`config.mk`:
```
export PLATFORM = sky130hd
export DESIGN_NAME = ahb_cmd_seq
export DESIGN_NICKNAME = d
export VERILOG_FILES = /design/src/rtl/ahb_cmd_pkg.sv /design/src/rtl/ahb_cmd_seq_fifo.sv /design/src/rtl/ahb_cmd_seq.sv
export SDC_FILE = /design/constraint.sdc
export NUM_CORES = 1
export LEC_CHECK = 0
export ABC_AREA = 1
export BUFFER_PORTS_ARGS = -buffer_cell sky130_fd_sc_hd__buf_2
export CAP_MARGIN = 20
export CORE_ASPECT_RATIO = 0.8
export CORE_MARGIN = 2
export CORE_UTILIZATION = 45
export CTS_CLUSTER_DIAMETER = 30
export CTS_CLUSTER_SIZE = 28
export DETAILED_ROUTE_END_ITERATION = 8
export GPL_TIMING_DRIVEN = 1
export PLACE_DENSITY = 0.75
export SLEW_MARGIN = 30
export SYNTH_ARGS = -nofsm -noshare
export SYNTH_HDL_FRONTEND = slang
export SYNTH_HIERARCHICAL = 1
export SYNTH_SLANG_ARGS = --single-unit
export TNS_END_PERCENT = 10
```
`constraint.sdc`:
```
create_clock -name hclk -period 17.6 [get_ports hclk]
set_clock_uncertainty 0.1 [all_clocks]
set_input_delay 3.52 -clock hclk [delete_from_list [all_inputs] [get_ports hclk]]
set_output_delay 3.52 -clock hclk [all_outputs]
set_load 0.02 [all_outputs]
```
`src/rtl/ahb_cmd_pkg.sv`:
```
// ahb_cmd_pkg: shared definitions for the ahb_top command sequencer.
//   - seq_state_t : sequencer FSM state encoding
//   - command word layout helpers. A command word is packed as
//       {dinb, dina, addr, sel[1:0], wr}
//     with wr at bit 0, sel at bits [2:1] and addr starting at bit 3.
//   - DEF_READ_BEATS : default read wait length
package ahb_cmd_pkg;

  typedef enum logic [2:0] {
    S_IDLE   = 3'd0,
    S_W_ADDR = 3'd1,
    S_W_DATA = 3'd2,
    S_R_ADDR = 3'd3,
    S_R_WAIT = 3'd4,
    S_R_CAP  = 3'd5
  } seq_state_t;

  localparam int DEF_READ_BEATS = 3;

  localparam int CMD_WR_BIT   = 0;
  localparam int CMD_SEL_LSB  = 1;
  localparam int CMD_ADDR_LSB = 3;

  function automatic int cmd_dina_lsb(input int aw);
    return 3 + aw;
  endfunction

  function automatic int cmd_dinb_lsb(input int aw, input int dw);
    return 3 + aw + dw;
  endfunction

  function automatic int cmd_width(input int aw, input int dw);
    return 3 + aw + 2 * dw;
  endfunction

endpackage

```
`src/rtl/ahb_cmd_seq_fifo.sv`:
```
// cmd_fifo: synchronous FIFO holding packed command words.
// Ports:
//   i_clk, i_rst       clock, asynchronous active-high reset
//   i_push, i_din      write side; a push while full is dropped
//   i_pop, o_dout      read side; o_dout shows the head entry (fall-through)
//   o_full, o_empty    status
// Pointers carry one extra wrap bit: equal pointers mean empty, pointers
// that differ only in the wrap bit mean full.
module cmd_fifo #(
  parameter int W     = 8,
  parameter int DEPTH = 4
) (
  input  logic         i_clk,
  input  logic         i_rst,
  input  logic         i_push,
  input  logic [W-1:0] i_din,
  input  logic         i_pop,
  output logic [W-1:0] o_dout,
  output logic         o_full,
  output logic         o_empty
);

  localparam int PW = $clog2(DEPTH);

  logic [PW:0]  r_wptr;
  logic [PW:0]  r_rptr;
  logic [W-1:0] r_mem [DEPTH];
  logic         w_push;
  logic         w_pop;

  assign o_empty = (r_wptr == r_rptr);
  assign o_full  = (r_wptr[PW] != r_rptr[PW]) &&
                   (r_wptr[PW-1:0] == r_rptr[PW-1:0]);
  assign w_push  = i_push && !o_full;
  assign w_pop   = i_pop && !o_empty;
  assign o_dout  = r_mem[r_rptr[PW-1:0]];

  always_ff @(posedge i_clk or posedge i_rst) begin
    if (i_rst) begin
      r_wptr <= '0;
      r_rptr <= '0;
    end else begin
      if (w_push) r_wptr <= r_wptr + (PW+1)'(1);
      if (w_pop)  r_rptr <= r_rptr + (PW+1)'(1);
    end
  end

  // Storage needs no reset: an entry is only read after it was written.
  always_ff @(posedge i_clk) begin
    if (w_push) r_mem[r_wptr[PW-1:0]] <= i_din;
  end

endmodule

```
`src/rtl/ahb_cmd_seq.sv`:
```
// ahb_cmd_seq: buffers write/read commands and replays them onto the
// ahb_top user pins with ahb_top's cycle timing.
// Ports:
//   hclk, hreset                      clock, async active-high reset
//   cmd_valid/cmd_ready               command handshake
//   cmd_wr, cmd_sel, cmd_addr,
//   cmd_dina, cmd_dinb                command payload
//   enable, wr, slave_sel, addr,
//   dina, dinb                        registered drive to ahb_top
//   dout                              read data from ahb_top
//   rsp_valid, rsp_data               one-cycle read response, data held
//   busy                              FSM active or commands pending
//   dbg_state                         current FSM state
//   wr_count, rd_count                completion counters, present only when
//                                     AHB_CMD_SEQ_STATS_EN is defined
// Handshake: a command is taken on a rising edge where cmd_valid and
// cmd_ready are both high; cmd_ready is low only while the FIFO is full.
// There is no response back-pressure.
module ahb_cmd_seq
  import ahb_cmd_pkg::*;
#(
  parameter int DEPTH      = 4,
  parameter int READ_BEATS = DEF_READ_BEATS,
  parameter int AW         = 32,
  parameter int DW         = 32
) (
  input  logic          hclk,
  input  logic          hreset,
  input  logic          cmd_valid,
  output logic          cmd_ready,
  input  logic          cmd_wr,
  input  logic [1:0]    cmd_sel,
  input  logic [AW-1:0] cmd_addr,
  input  logic [DW-1:0] cmd_dina,
  input  logic [DW-1:0] cmd_dinb,
  output logic          enable,
  output logic          wr,
  output logic [1:0]    slave_sel,
  output logic [AW-1:0] addr,
  output logic [DW-1:0] dina,
  output logic [DW-1:0] dinb,
  input  logic [DW-1:0] dout,
  output logic          rsp_valid,
  output logic [DW-1:0] rsp_data,
  output logic          busy,
  output seq_state_t    dbg_state
`ifdef AHB_CMD_SEQ_STATS_EN
  ,
  output logic [15:0]   wr_count,
  output logic [15:0]   rd_count
`endif
);

  localparam int CMDW  = cmd_width(AW, DW);
  localparam int A_LSB = cmd_dina_lsb(AW);
  localparam int B_LSB = cmd_dinb_lsb(AW, DW);
  localparam int CNTW  = (READ_BEATS < 2) ? 1 : $clog2(READ_BEATS + 1);

  seq_state_t      r_state;
  seq_state_t      w_next;
  logic            w_pop;
  logic            w_full;
  logic            w_empty;
  logic [CMDW-1:0] w_cmd_in;
  logic [CMDW-1:0] w_cmd_head;
  logic [CNTW-1:0] r_cnt;
  logic [DW-1:0]   r_stage_a;
  logic [DW-1:0]   r_stage_b;
  logic            r_enable;
  logic            r_wr;
  logic [1:0]      r_sel;
  logic [AW-1:0]   r_addr;
  logic [DW-1:0]   r_dina;
  logic [DW-1:0]   r_dinb;
  logic            r_rsp_valid;
  logic [DW-1:0]   r_rsp_data;

  assign w_cmd_in = {cmd_dinb, cmd_dina, cmd_addr, cmd_sel, cmd_wr};

  cmd_fifo #(.W(CMDW), .DEPTH(DEPTH)) u_fifo (
    .i_clk   (hclk),
    .i_rst   (hreset),
    .i_push  (cmd_valid),
    .i_din   (w_cmd_in),
    .i_pop   (w_pop),
    .o_dout  (w_cmd_head),
    .o_full  (w_full),
    .o_empty (w_empty)
  );

  assign cmd_ready = !w_full;
  assign busy      = (r_state != S_IDLE) || !w_empty;
  assign dbg_state = r_state;
  assign enable    = r_enable;
  assign wr        = r_wr;
  assign slave_sel = r_sel;
  assign addr      = r_addr;
  assign dina      = r_dina;
  assign dinb      = r_dinb;
  assign rsp_valid = r_rsp_valid;
  assign rsp_data  = r_rsp_data;

  always_ff @(posedge hclk or posedge hreset) begin
    if (hreset) r_state <= S_IDLE;
    else        r_state <= w_next;
  end

  always_comb begin
    w_next = r_state;
    w_pop  = 1'b0;
    case (r_state)
      S_IDLE: begin
        if (!w_empty) begin
          w_pop  = 1'b1;
          w_next = w_cmd_head[CMD_WR_BIT] ? S_W_ADDR : S_R_ADDR;
        end
      end
      S_W_ADDR: w_next = S_W_DATA;
      S_W_DATA: w_next = S_IDLE;
      S_R_ADDR: w_next = S_R_WAIT;
      S_R_WAIT: if (r_cnt == CNTW'(1)) w_next = S_R_CAP;
      S_R_CAP:  w_next = S_IDLE;
      default:  w_next = S_IDLE;
    endcase
  end

  // Bus pins are registered from the next state, so each pin pattern lines
  // up with the state cycle it belongs to and always comes from a flop.
  always_ff @(posedge hclk or posedge hreset) begin
    if (hreset) begin
      r_enable    <= 1'b0;
      r_wr        <= 1'b0;
      r_sel       <= '0;
      r_addr      <= '0;
      r_dina      <= '0;
      r_dinb      <= '0;
      r_stage_a   <= '0;
      r_stage_b   <= '0;
      r_cnt       <= '0;
      r_rsp_valid <= 1'b0;
      r_rsp_data  <= '0;
    end else begin
      r_enable <= (w_next != S_IDLE);
      case (w_next)
        S_W_DATA:                             r_wr <= 1'b1;
        S_W_ADDR, S_R_ADDR, S_R_WAIT, S_R_CAP: r_wr <= 1'b0;
        default:                              r_wr <= r_wr;
      endcase
      // The popped entry leaves the FIFO, so its write operands are staged
      // until W_ADDR moves them onto dina/dinb.
      if (w_pop) begin
        r_sel     <= w_cmd_head[CMD_SEL_LSB +: 2];
        r_addr    <= w_cmd_head[CMD_ADDR_LSB +: AW];
        r_stage_a <= w_cmd_head[A_LSB +: DW];
        r_stage_b <= w_cmd_head[B_LSB +: DW];
      end
      if (r_state == S_W_ADDR) begin
        r_dina <= r_stage_a;
        r_dinb <= r_stage_b;
      end
      if (r_state == S_R_ADDR)      r_cnt <= CNTW'(READ_BEATS);
      else if (r_state == S_R_WAIT) r_cnt <= r_cnt - CNTW'(1);
      r_rsp_valid <= (r_state == S_R_CAP);
      if (r_state == S_R_CAP) r_rsp_data <= dout;
    end
  end

`ifdef AHB_CMD_SEQ_STATS_EN
  logic [15:0] r_wr_count;
  logic [15:0] r_rd_count;

  always_ff @(posedge hclk or posedge hreset) begin
    if (hreset) begin
      r_wr_count <= '0;
      r_rd_count <= '0;
    end else begin
      if (r_state == S_W_DATA) r_wr_count <= r_wr_count + 16'd1;
      if (r_rsp_valid)         r_rd_count <= r_rd_count + 16'd1;
    end
  end

  assign wr_count = r_wr_count;
  assign rd_count = r_rd_count;
`endif

endmodule

```
# --- Word level (Yosys, flattened, before mapping) ---
# Memory sizes are Yosys's and may differ from the RTL's.
# Cells that the tools add are included.
totals:
  in_bits: 134
  ram_bits: 396
  rom_bits: 0
  mem_count: 1
  latchBits: 0
  ff_bits: 208
  out_inout_bits: 138
  elab_cells: 54
op_classes:
  shifts: 0
  n_reduce_logical: 12
  n_lt_le_gt_ge: 0
  n_div: 0
  mux: 11
  add_sub_neg: 3
  multipliers: 0
  bitwise: 0
  eq_ne: 13
mem_list:
  columns: ["memory", "depth", "width", "read_ports", "rd_clocked_by_memory_dff", "wr", "line", "rtl"]
  rows:
  - ["u_fifo.r_mem", 4, 99, 1, 0, 1, "ahb_cmd_seq_fifo.sv:27", "logic [W-1:0] r_mem [DEPTH];"]
op_table:
  columns: ["operator", "count"]
  rows:
  - ["$eq A3 B3 Y1 const B", 4]
  - ["$pmux W3 S4", 1]
  - ["$eq A3 B2 Y1 const B", 3]
  - ["$add A3 B1 Y3 const B", 2]
  - ["$eq A3 B1 Y1 const B", 2]
  - ["$mux W2", 3]
  - ["$mux W3", 2]
  - ["$reduce_bool A3 Y1", 2]
  - ["$mux W1", 4]
  - ["$reduce_bool A2 Y1", 2]
  - ["$reduce_or A4 Y1", 1]
  - ["$eq A3 B3 Y1", 1]
  - ["$logic_and A1 B1 Y1", 3]
  - ["$logic_not A3 Y1", 1]
  - ["$eq A2 B1 Y1 const B", 1]
  - ["$eq A2 B2 Y1", 1]
  - ["$logic_not A1 Y1", 2]
  - ["$pmux W1 S2", 1]
  - ["$sub A2 B1 Y2 const B", 1]
  - ["$logic_or A1 B1 Y1", 1]
  - ["$ne A1 B1 Y1", 1]

# --- Longest topological paths before layout ---
# Gate-level depths: netlist of run 1.
# An unclocked memory read counts as a cell.
logic_depth:
  ltp_word: 7
  ltp_mapped: 12
  ltp_nobuf: 11

# --- Modules after synthesis ---
# The synthesis of run 1 kept the hierarchy.
modules_own_cells:
  columns: ["module", "n_inst", "seq_area_each_um2", "cells_per_inst", "area_each_um2"]
  rows:
  - ["cmd_fifo", 1, 12041.5, 1017, 15185.8]
  - ["ahb_cmd_seq", 1, 5054.8, 859, 7698.6]

# --- Worst setup path before layout of run 1 ---
# Ideal clock, no wire load.
synth_path:
  path_kind: "input to register"
  start: "input cmd_valid"
  end: "memory u_fifo/r_mem[0][0] in the netlist's numbering, enable pin"
  required_time_ns: 16.943
  arrival_time_ns: 7.727
  path_buffers: 0
  stages: 2
  setup_slack_ns: 9.215
  setup_time_ns: 0.557
  path_cell_list: "nand2_2 -> nor2_1"
synth_via:
  elab_chain_cells: 3
synth_rtl:
  columns: ["element", "line", "rtl"]
  rows:
  - ["start, declared", "ahb_cmd_seq.sv:29", "input logic cmd_valid,"]
  - ["$logic_and A1 B1 Y1", "ahb_cmd_seq_fifo.sv:34", "assign w_push = i_push && !o_full;"]
  - ["$mux W1", "ahb_cmd_seq_fifo.sv:50", "if (w_push) r_mem[r_wptr[PW-1:0]] <= i_din;"]
  - ["$mux W1 (implied by the code)", "ahb_cmd_seq_fifo.sv:50", null]
  - ["end, declared", "ahb_cmd_seq_fifo.sv:27", null]
# No other way between the ends.

# --- Worst setup path after layout of run 1 ---
layout_path:
  start: "register u_fifo.r_rptr[1]"
  end: "output busy"
layout_via:
  elab_chain_cells: 3
layout_rtl:
  columns: ["element", "line", "rtl"]
  rows:
  - ["start, declared", "ahb_cmd_seq_fifo.sv:26", "logic [PW:0] r_rptr;"]
  - ["start signal, assigned", "ahb_cmd_seq_fifo.sv:44", "if (w_pop) r_rptr <= r_rptr + (PW+1)'(1);"]
  - ["$eq A3 B3 Y1", "ahb_cmd_seq_fifo.sv:31", "assign o_empty = (r_wptr == r_rptr);"]
  - ["net w_empty", "ahb_cmd_seq.sv:63", "logic w_empty;"]
  - ["$logic_not A1 Y1", "ahb_cmd_seq.sv:92", "assign busy = (r_state != S_IDLE) || !w_empty;"]
  - ["$logic_or A1 B1 Y1", "ahb_cmd_seq.sv:92", null]
  - ["end, declared", "ahb_cmd_seq.sv:45", "output logic busy,"]
# The timed path passes the listed nets, and every way through them passes these cells.

==> results.cfg, run 1 <==
[status]
outcome = finished, final reports clean

[clocking]
cts.repair.resized = 0
ctsHtreeMaxLevel = 3
path_clk_slew_ns = 0.05
cts_tree = done
numCtsBuffers = 101
insertion_delay_ns = 0.65
root_buffer = clkbuf_16
cts.sinks = 604
clock_path_buffers = 3
post_cts_buffers = 0
ctsHoldBuffers = 0

[min_path]
worstHoldPathCells = 2
min_path_type = reg -> reg

[placement]
portBuffers = 271
gp_congestion = 0.9206
dp.cells = 2730
dpl.hpwl_mm = 30.52

[sta]
worst_pin_slew_ns = 0.9222
fin_crit_ns = 6.268
slew_violations = 0
period_share = 0.3561
slew_headroom = 0.3837
rsz0062_at_grt = false
setup_tns_ns = 0
hold_viol_final = 0
max_freq_mhz = 159.5
setup_viol = 0

[critical_path]
crit_type = reg -> out
worstPathMaxFanout = 102
startpoint = u_fifo/r_rptr[1]
cp.required_ns = 13.98
rrSetupSlack_ns = 13.77
worstRegToRegCells = 11
crit_end = busy
reg2reg_from = u_fifo/r_rptr[1]
end_kind = output port
worstReg2RegEnd = slave_sel[0]
arrival_ns = 2.65
crit_path_start_kind = flip-flop

[die]
core_mm2 = 0.04996
initial_utilization = 0.4580
dieArea_mm2 = 0.05268
die_h_um = 205.7
die_x_um = 256.1
ios = 272
rows = 73

[routing]
via_per_inst = 5.124
wire_per_inst_um = 18.30
drcViolationCount = 0
totalWireLength_mm = 53.71
ant_nets = 0
drtIter0Drc = 1242
vias = 15030
drt-pass1-iter-count = 5

[layout]
final_cells = 2934
ff_latch_area_mm2 = 0.01710
layout-drive-gt1-share = 0.2232
multiInputGateArea_mm2 = 0.004880
layout.nets = 2300
nFillCells = 4068
area_growth_pct = 23.77

[synth]
syn_area_mm2 = 0.02288
yosys-top-cells-area = edfxtp_1 (52%), dfrtp_1 (23%), nand2_1 (7.9%)
yosysTopAreaCell = edfxtp_1
syn_nets = 2016
ys_types = 27
yosysSeqAreaShare = 0.7471
syn-mean-instance-area_um2 = 12.20
netlist_instances = 1876
synth_top_area_share = 0.5196
ys_warn_count = 6
ys_ff_latch = 604

[grt]
track_usage = 0.2036
grt_max_degree = 111
grt_pass1_vias = 15110
grt_first_pass_wirelength_mm = 83.23
antenna_found_initial = 16
overflow = 0

[pwr]
p_leak_nw = 11.86
vdd_ir_drop_max_mv = 0.09713
cellPowerDensity_mw_per_mm2 = 206.7

[flow_run]
maxCapViolCount = 0
[placed cells by master (no fill, tap or decap), drive strengths merged]
| cell type | netlist | layout |
|---|---|---|
| buf | 66 | 286 |
| bufinv | 0 | 7 |
| clkbuf | 39 | 116 |
| clkinv | 0 | 32 |
| clkinvlp | 0 | 6 |
| dfrtp | 208 | 208 |
| diode | 0 | 10 |
| edfxtp | 396 | 396 |
| ha | 6 | 6 |
| inv | 85 | 116 |
| nand2 | 485 | 485 |
| nand3 | 18 | 18 |
| nand4 | 1 | 1 |
| nor2 | 207 | 207 |
| o21ai | 263 | 263 |
| o22ai | 99 | 99 |
| xnor2 | 1 | 1 |
| xor2 | 2 | 2 |
[worst min path at each step]
stage / slack, ns / start / endpoint
after floorplan: 0.35 / r_stage_a[22] / r_stage_a[22]
after global placement: 0.36 / rsp_data[24] / rsp_data[24]
after detailed placement: 0.36 / rsp_data[20] / rsp_data[20]
after CTS: 0.37 / rsp_data[20] / rsp_data[20]
after global routing: 0.40 / addr[4] / addr[4]
final: 0.37 / rsp_data[20] / rsp_data[20]
[worst max-delay path: stages, from the launching register on]
cell and delay (ns):
dfrtp_4 0.44, buf_6 0.61, nand2_1 0.12, nand2_1 0.16
nand3_2 0.15, inv_1 0.22, nand3_1 0.11, buf_2 0.17
[state kept, by name, summed over array words and instances, names as in the netlist]
| register | cells |
|---|---|
| addr | 32 |
| wr | 1 |
| r_stage_b | 32 |
| slave_sel | 2 |
| enable | 1 |
| r_cnt | 2 |
| dinb | 32 |
| u_fifo/r_rptr | 3 |
| rsp_data | 32 |
| u_fifo/r_wptr | 3 |
| dina | 32 |
| u_fifo/r_mem | 396 |
| rsp_valid | 1 |
| r_stage_a | 32 |
| dbg_state | 3 |
[per-stage QoR]
step	hold WS, ns	power (mW)	setup slack (ns)	utilization	cell area (µm²)
global route	0.3994	6.206	11.13	0.5665	28300
CTS	0.3738	5.893	11.28	0.5652	28240
finish	0.3696	5.854	11.33	0.5669	28320
floorplan	0.3489	3.383	8.469	-	22880
detailed placement	0.3598	3.872	11.76	0.4933	24650
global placement	0.3557	3.812	11.53	0.4928	24620
[synth_stat cells]
master	count
clkbuf_2	7
nand3_2	3
nor2_2	10
o22ai_2	9
inv_6	1
nand2_1	484
nand3_1	15
o21ai_0	237
buf_4	8
nor2_1	197
o21ai_1	26
clkbuf_1	32
inv_1	81
ha_1	6
buf_6	14
buf_2	40
dfrtp_1	208
nand2_2	1
nand4_1	1
buf_8	2
edfxtp_1	396
xor2_1	2
xnor2_2	1
buf_1	1
o22ai_1	90
inv_2	3
buf_12	1
[final cells by class]
class	instances	area share
multi-input cells	1082	0.1723
inverters	85	0.01206
clock inverters	76	0.03265
flip-flops and latches	604	0.6039
repair buffers	286	0.05434
diodes	10	0.0008835
clock buffers	116	0.09409
well taps	675	0.02982
[cell families after synthesis]
group / after synthesis / share of synthesized area
compound gates: 362 / 0.08704
simple gates: 711 / 0.1196
buf+inv: 190 / 0.04155
fa+ha+maj: 6 / 0.003280
xor+xnor: 3 / 0.001477
flops: 604 / 0.7471
[per-layer routing]
metal,global-route usage,wire (µm),part of all wire
met5,0,108,0.0020
met4,0.05869,1012,0.019
met3,0.06516,4357,0.081
met2,0.3321,25260,0.47
met1,0.2629,22960,0.43
[power breakdown]
group          leakage (nW)  internal (mW)  switching, mW  total (mW)
Combinational          3.91          0.486           1.23        1.71
Clock                  1.74           1.24          0.758        1.99
Sequential             6.21           1.97          0.177        2.15
Total                  11.9           3.69           2.16        5.85
Note: power is estimated with default switching activity, not from simulation.
==> run 2: changes to the inputs <==
==> constraint.sdc (replaced) <==
create_clock -name hclk -period 6.35 [get_ports hclk]
set_clock_uncertainty 0.1 [all_clocks]
set_input_delay 1.27 -clock hclk [delete_from_list [all_inputs] [get_ports hclk]]
set_output_delay 1.27 -clock hclk [all_outputs]
set_load 0.02 [all_outputs]
==> run 2 against run 1 <==
  * Design area up 0.42%
  * Via count about the same
  * Sequential share of layout area down 0.25 points
  * Clock power rose to 2.9 times the previous value
  * Core utilization up 0.24 points
  * Flip-flop and latch count unchanged
  * Sequential power rose to 2.8 times the previous value
  * Die area unchanged
  * Combinational power rose to 2.8 times the previous value
  * Count of clock-buffer cells in the layout up 8
==> results.cfg, run 2 (same netlist as run 1, synthesis figures left out) <==
[clocking]
ctsHoldBuffers = 0
cts_tree = done
post_cts_buffers = 0
cts.sinks = 604
root_buffer = clkbuf_16
insertion_delay_ns = 0.63
path_clk_slew_ns = 0.05
cts.repair.resized = 0
ctsHtreeMaxLevel = 3
clock_path_buffers = 3
numCtsBuffers = 106

[sta]
fin_crit_ns = 4.570
rsz0062_at_grt = false
hold_viol_final = 0
period_share = 0.7197
slew_headroom = 0.3851
setup_viol = 0
slew_violations = 0
setup_tns_ns = 0
worst_pin_slew_ns = 0.9223
max_freq_mhz = 218.8

[pwr]
cellPowerDensity_mw_per_mm2 = 581.5
p_int_mw = 10.65
p_sw_frac = 0.3559
pwr-share-comb = 0.285
pwr-share-clk = 0.350
pwr-share-seq = 0.365
power.switching_mw = 5.886
p_leak_nw = 11.93
vdd_ir_drop_max_mv = 0.3915

[placement]
gp_congestion = 0.8992
portBuffers = 271
dpl.hpwl_mm = 29.37
place_area_mm2 = 0.02469

[routing]
drcViolationCount = 0
wire_per_inst_um = 18.42
ant_nets = 0
drtIter0Drc = 1049
vias = 15050
via_per_inst = 5.119
totalWireLength_mm = 54.13
drt-pass1-iter-count = 5

[layout]
largest_reg_flops = 396
layout.nets = 2305
area_growth_pct = 24.29
layout-drive-gt1-share = 0.2242
mostFrequentLayoutCells = nand2_1 (484), edfxtp_1 (396), buf_2 (271)
final_common_cell = nand2_1
final_area_mm2 = 0.02844
nFillCells = 4021

[grt]
grt_max_degree = 118
overflow = 0
track_usage = 0.2064
grt_pass1_vias = 15310
antenna_found_initial = 17
grt_first_pass_wirelength_mm = 83.90

[critical_path]
end_kind = output port
cp.required_ns = 4.98
arrival_ns = 3.20
crit_type = reg -> out
crit_path_start_kind = flip-flop
worstRegToRegCells = 11
worstPathMaxFanout = 49

[die]
core_mm2 = 0.04996
initial_utilization = 0.4580
dieArea_mm2 = 0.05268
die_h_um = 205.7
rows = 73
ios = 272
die_x_um = 256.1

[flow_run]
maxCapViolCount = 0

[status]
outcome = finished, final reports clean

[min_path]
worstHoldPathCells = 2
min_path_type = reg -> reg
-- run 2: path summary, 6_finish.rpt --
path / from / endpoint / slack (ns)
max: u_fifo/r_rptr[1] / busy / 1.78
min: addr[4] / addr[4] / 0.37
max reg2reg: u_fifo/r_rptr[1] / r_stage_a[30] / 2.19
min reg2reg: addr[4] / addr[4] / 0.37
max in group asynchronous: hreset / r_stage_a[27] / 4.45
min in group asynchronous: hreset / u_fifo/r_rptr[2] / 0.51
-- run 2: worst max-delay path, stage by stage, from the launching register on --
cell	delay [ns]
dfrtp_4	0.81
clkinv_2	0.69
nand2_1	0.23
nand2_1	0.12
nand3_2	0.14
inv_1	0.08
nand3_1	0.26
buf_2	0.23
-- run 2: power by group through the flow --
stage | Combinational [mW] | Sequential (mW) | Clock, mW
finish | 4.71 | 6.03 | 5.80
floorplan | 2.92 | 6.46 | 0
global placement | 4.61 | 6.03 | 0
CTS | 4.78 | 6.03 | 5.88
detailed placement | 4.74 | 6.08 | 0
global route | 5.28 | 6.14 | 6.09
-- run 2: layout make-up --
type,instances,area (µm²),area share
tap,675,844.6,0.02969
clock buffer,124,2791,0.09814
multi-input combinational,1082,4885,0.1717
antenna,7,17.52,0.0006158
sequential,604,17100,0.6013
inverter,85,334.1,0.01175
timing repair buffer,286,1530,0.05380
clock inverter,76,937.1,0.03295
-- run 2: layer usage --
metal	up-vias	part of all wire	GRT usage
met5	-	0.0017	0
met4	16	0.022	0.06934
met3	127	0.074	0.05888
met2	532	0.48	0.3458
met1	7309	0.42	0.2595
li1	7062	-	-
-- run 2: through the flow --
| step | worst slack [ns] | hold WS [ns] | util | std cells | power [mW] |
|---|---|---|---|---|---|
| floorplan | 0.2153 | 0.3489 | - | 1876 | 9.378 |
| finish | 1.780 | 0.3726 | 0.5693 | 2939 | 16.54 |
| global route | 1.534 | 0.3806 | 0.5691 | 2935 | 17.51 |
| global placement | 2.250 | 0.3557 | 0.4940 | 2732 | 10.64 |
| CTS | 1.708 | 0.3727 | 0.5689 | 2932 | 16.69 |
| detailed placement | 2.106 | 0.3609 | 0.4943 | 2732 | 10.81 |
==> run 3: changes to the inputs <==
--- a/config.mk
+++ b/config.mk
@@ -15,7 +15,7 @@
 export CTS_CLUSTER_SIZE = 28
 export DETAILED_ROUTE_END_ITERATION = 8
 export GPL_TIMING_DRIVEN = 1
-export PLACE_DENSITY = 0.75
+export PLACE_DENSITY = 0.78
 export SLEW_MARGIN = 30
 export SYNTH_ARGS = -nofsm -noshare
 export SYNTH_HDL_FRONTEND = slang
==> constraint.sdc (replaced) <==
create_clock -name hclk -period 3.8 [get_ports hclk]
set_clock_uncertainty 0.1 [all_clocks]
set_input_delay 0.76 -clock hclk [delete_from_list [all_inputs] [get_ports hclk]]
set_output_delay 0.76 -clock hclk [all_outputs]
set_load 0.02 [all_outputs]
==> run 3 against run 2 <==
  * Cell count rose by 0.54%
  * Sequential power grew 65%
  * Wire length increased by 0.63%
  * Setup slack lost 0.85 ns
  * Sequential share of layout area fell by 0.45 points
  * Design area rose by 0.76%
  * Combinational power grew 73%
  * Largest cell class unchanged
  * Core utilization grew 0.43 points
  * Register-to-register slack got worse by 1.3 ns
  * Highest routed layer unchanged
==> results.cfg, run 3 (same netlist as run 1, synthesis figures left out) <==
[routing]
ant_nets = 0
via_per_inst = 5.192
drtIter0Drc = 1209
wire_per_inst_um = 18.43
totalWireLength_mm = 54.47
drcViolationCount = 0
vias = 15340
drt-pass1-iter-count = 6

[die]
initial_utilization = 0.4580
rows = 73
core_mm2 = 0.04996
die_x_um = 256.1
die_h_um = 205.7
ios = 272
dieArea_mm2 = 0.05268

[placement]
portBuffers = 271
gp_congestion = 0.9493
dpl_worst_slack_ns = 0.9947
dp.cells = 2746
dpl.hpwl_mm = 30.57

[pwr]
pwr-share-comb = 0.292
pwr-share-clk = 0.351
pwr-share-seq = 0.356
vdd_ir_drop_max_mv = 0.7891
p_leak_nw = 12.02
cellPowerDensity_mw_per_mm2 = 972.6
power.total_mw = 27.87
p_sw_frac = 0.3562
p_int_mw = 17.95
power.switching_mw = 9.928

[sta]
fin_crit_ns = 2.874
slew_headroom = 0.2637
hold_viol_final = 0
period_share = 0.7563
slew_violations = 0
finalWorstSetupSlack_ns = 0.9262
setup_viol = 0
hold_slack_ns = 0.2323
worst_pin_slew_ns = 1.104
rsz0062_at_grt = false
max_freq_mhz = 348.0

[layout]
mostFrequentLayoutCells = nand2_1 (484), edfxtp_1 (396), buf_2 (271)
layout.nets = 2317
area_growth_pct = 25.23
final_common_cell = nand2_1
nFillCells = 3910
largest_reg_flops = 396
final_cells = 2955
layout-drive-gt1-share = 0.2284

[critical_path]
arrival_ns = 3.34
crit_type = reg -> reg
crit_path_start_kind = flip-flop
worstPathMaxFanout = 61
cp.required_ns = 4.26
end_kind = flip-flop

[clocking]
numCtsBuffers = 103
cts.sinks = 604
insertion_delay_ns = 0.63
ctsHoldBuffers = 1
clock_path_buffers = 3
path_clk_slew_ns = 0.05
post_cts_buffers = 0
cts.repair.resized = 0
root_buffer = clkbuf_16
cts_tree = done
ctsHtreeMaxLevel = 3

[grt]
track_usage = 0.2049
antenna_found_initial = 20
grt_max_degree = 201
overflow = 0
grt_pass1_vias = 15210
grt_first_pass_wirelength_mm = 83.31

[min_path]
min_path_type = in -> reg

[flow_run]
maxCapViolCount = 0

[status]
outcome = finished, final reports clean
-- run 3: path summary, 6_finish.rpt --
path	from	end	slack [ns]	depth (start not counted)
max in group asynchronous	hreset	addr[25]	2.13	4
min in group asynchronous	hreset	u_fifo/r_rptr[1]	0.54	3
max	u_fifo/r_rptr[0]	r_stage_b[0]	0.93	9
max reg2reg	u_fifo/r_rptr[0]	r_stage_b[0]	0.93	9
min	dout[10]	rsp_data[10]	0.23	3
min reg2reg	rsp_data[19]	rsp_data[19]	0.37	2
-- run 3: through the flow --
stage               utilization  instance area [µm²]  setup TNS [ns]
floorplan                     -                22890         -560.48
global placement         0.4974                24850               0
detailed placement       0.4974                24850               0
CTS                      0.5730                28630               0
global route             0.5734                28650               0
finish                   0.5736                28660               0
-- run 3: worst max-delay path, cell delays in order, from the launching register on --
cell	delay (ns)
dfrtp_4	0.53
xnor2_2	0.22
nand3_2	0.15
inv_1	0.13
inv_1	0.07
nand3_4	0.10
buf_4	0.42
buf_4	0.74
nand2_1	0.17
nand2_1	0.12
-- run 3: layer usage --
metal / up-vias / wire length, µm / GRT usage
met2: 595 / 25680 / 0.3323
li1: 7102 / - / -
met1: 7494 / 23070 / 0.2572
met4: 20 / 1539 / 0.09586
met5: - / 133 / 0
met3: 132 / 4047 / 0.05716
-- run 3: final cells by class --
type | instances | area [µm²] | share of cell area
multi-input cells | 1082 | 4880 | 0.1703
well taps | 675 | 844.6 | 0.02947
clock inverters | 76 | 969.7 | 0.03384
inverters | 85 | 336.6 | 0.01174
diodes | 12 | 30.03 | 0.001048
flip-flops and latches | 604 | 17100 | 0.5968
repair buffers | 301 | 1697 | 0.05920
clock buffers | 120 | 2798 | 0.09762
-- run 3: power by group through the flow --
stage	combinational, mW	clock [mW]	sequential, mW
after floorplan	4.88	0	10.8
after global placement	7.88	0	9.94
after detailed placement	8.15	0	10.0
after CTS	8.23	9.96	9.93
after global routing	9.05	10.3	10.1
final	8.14	9.80	9.94
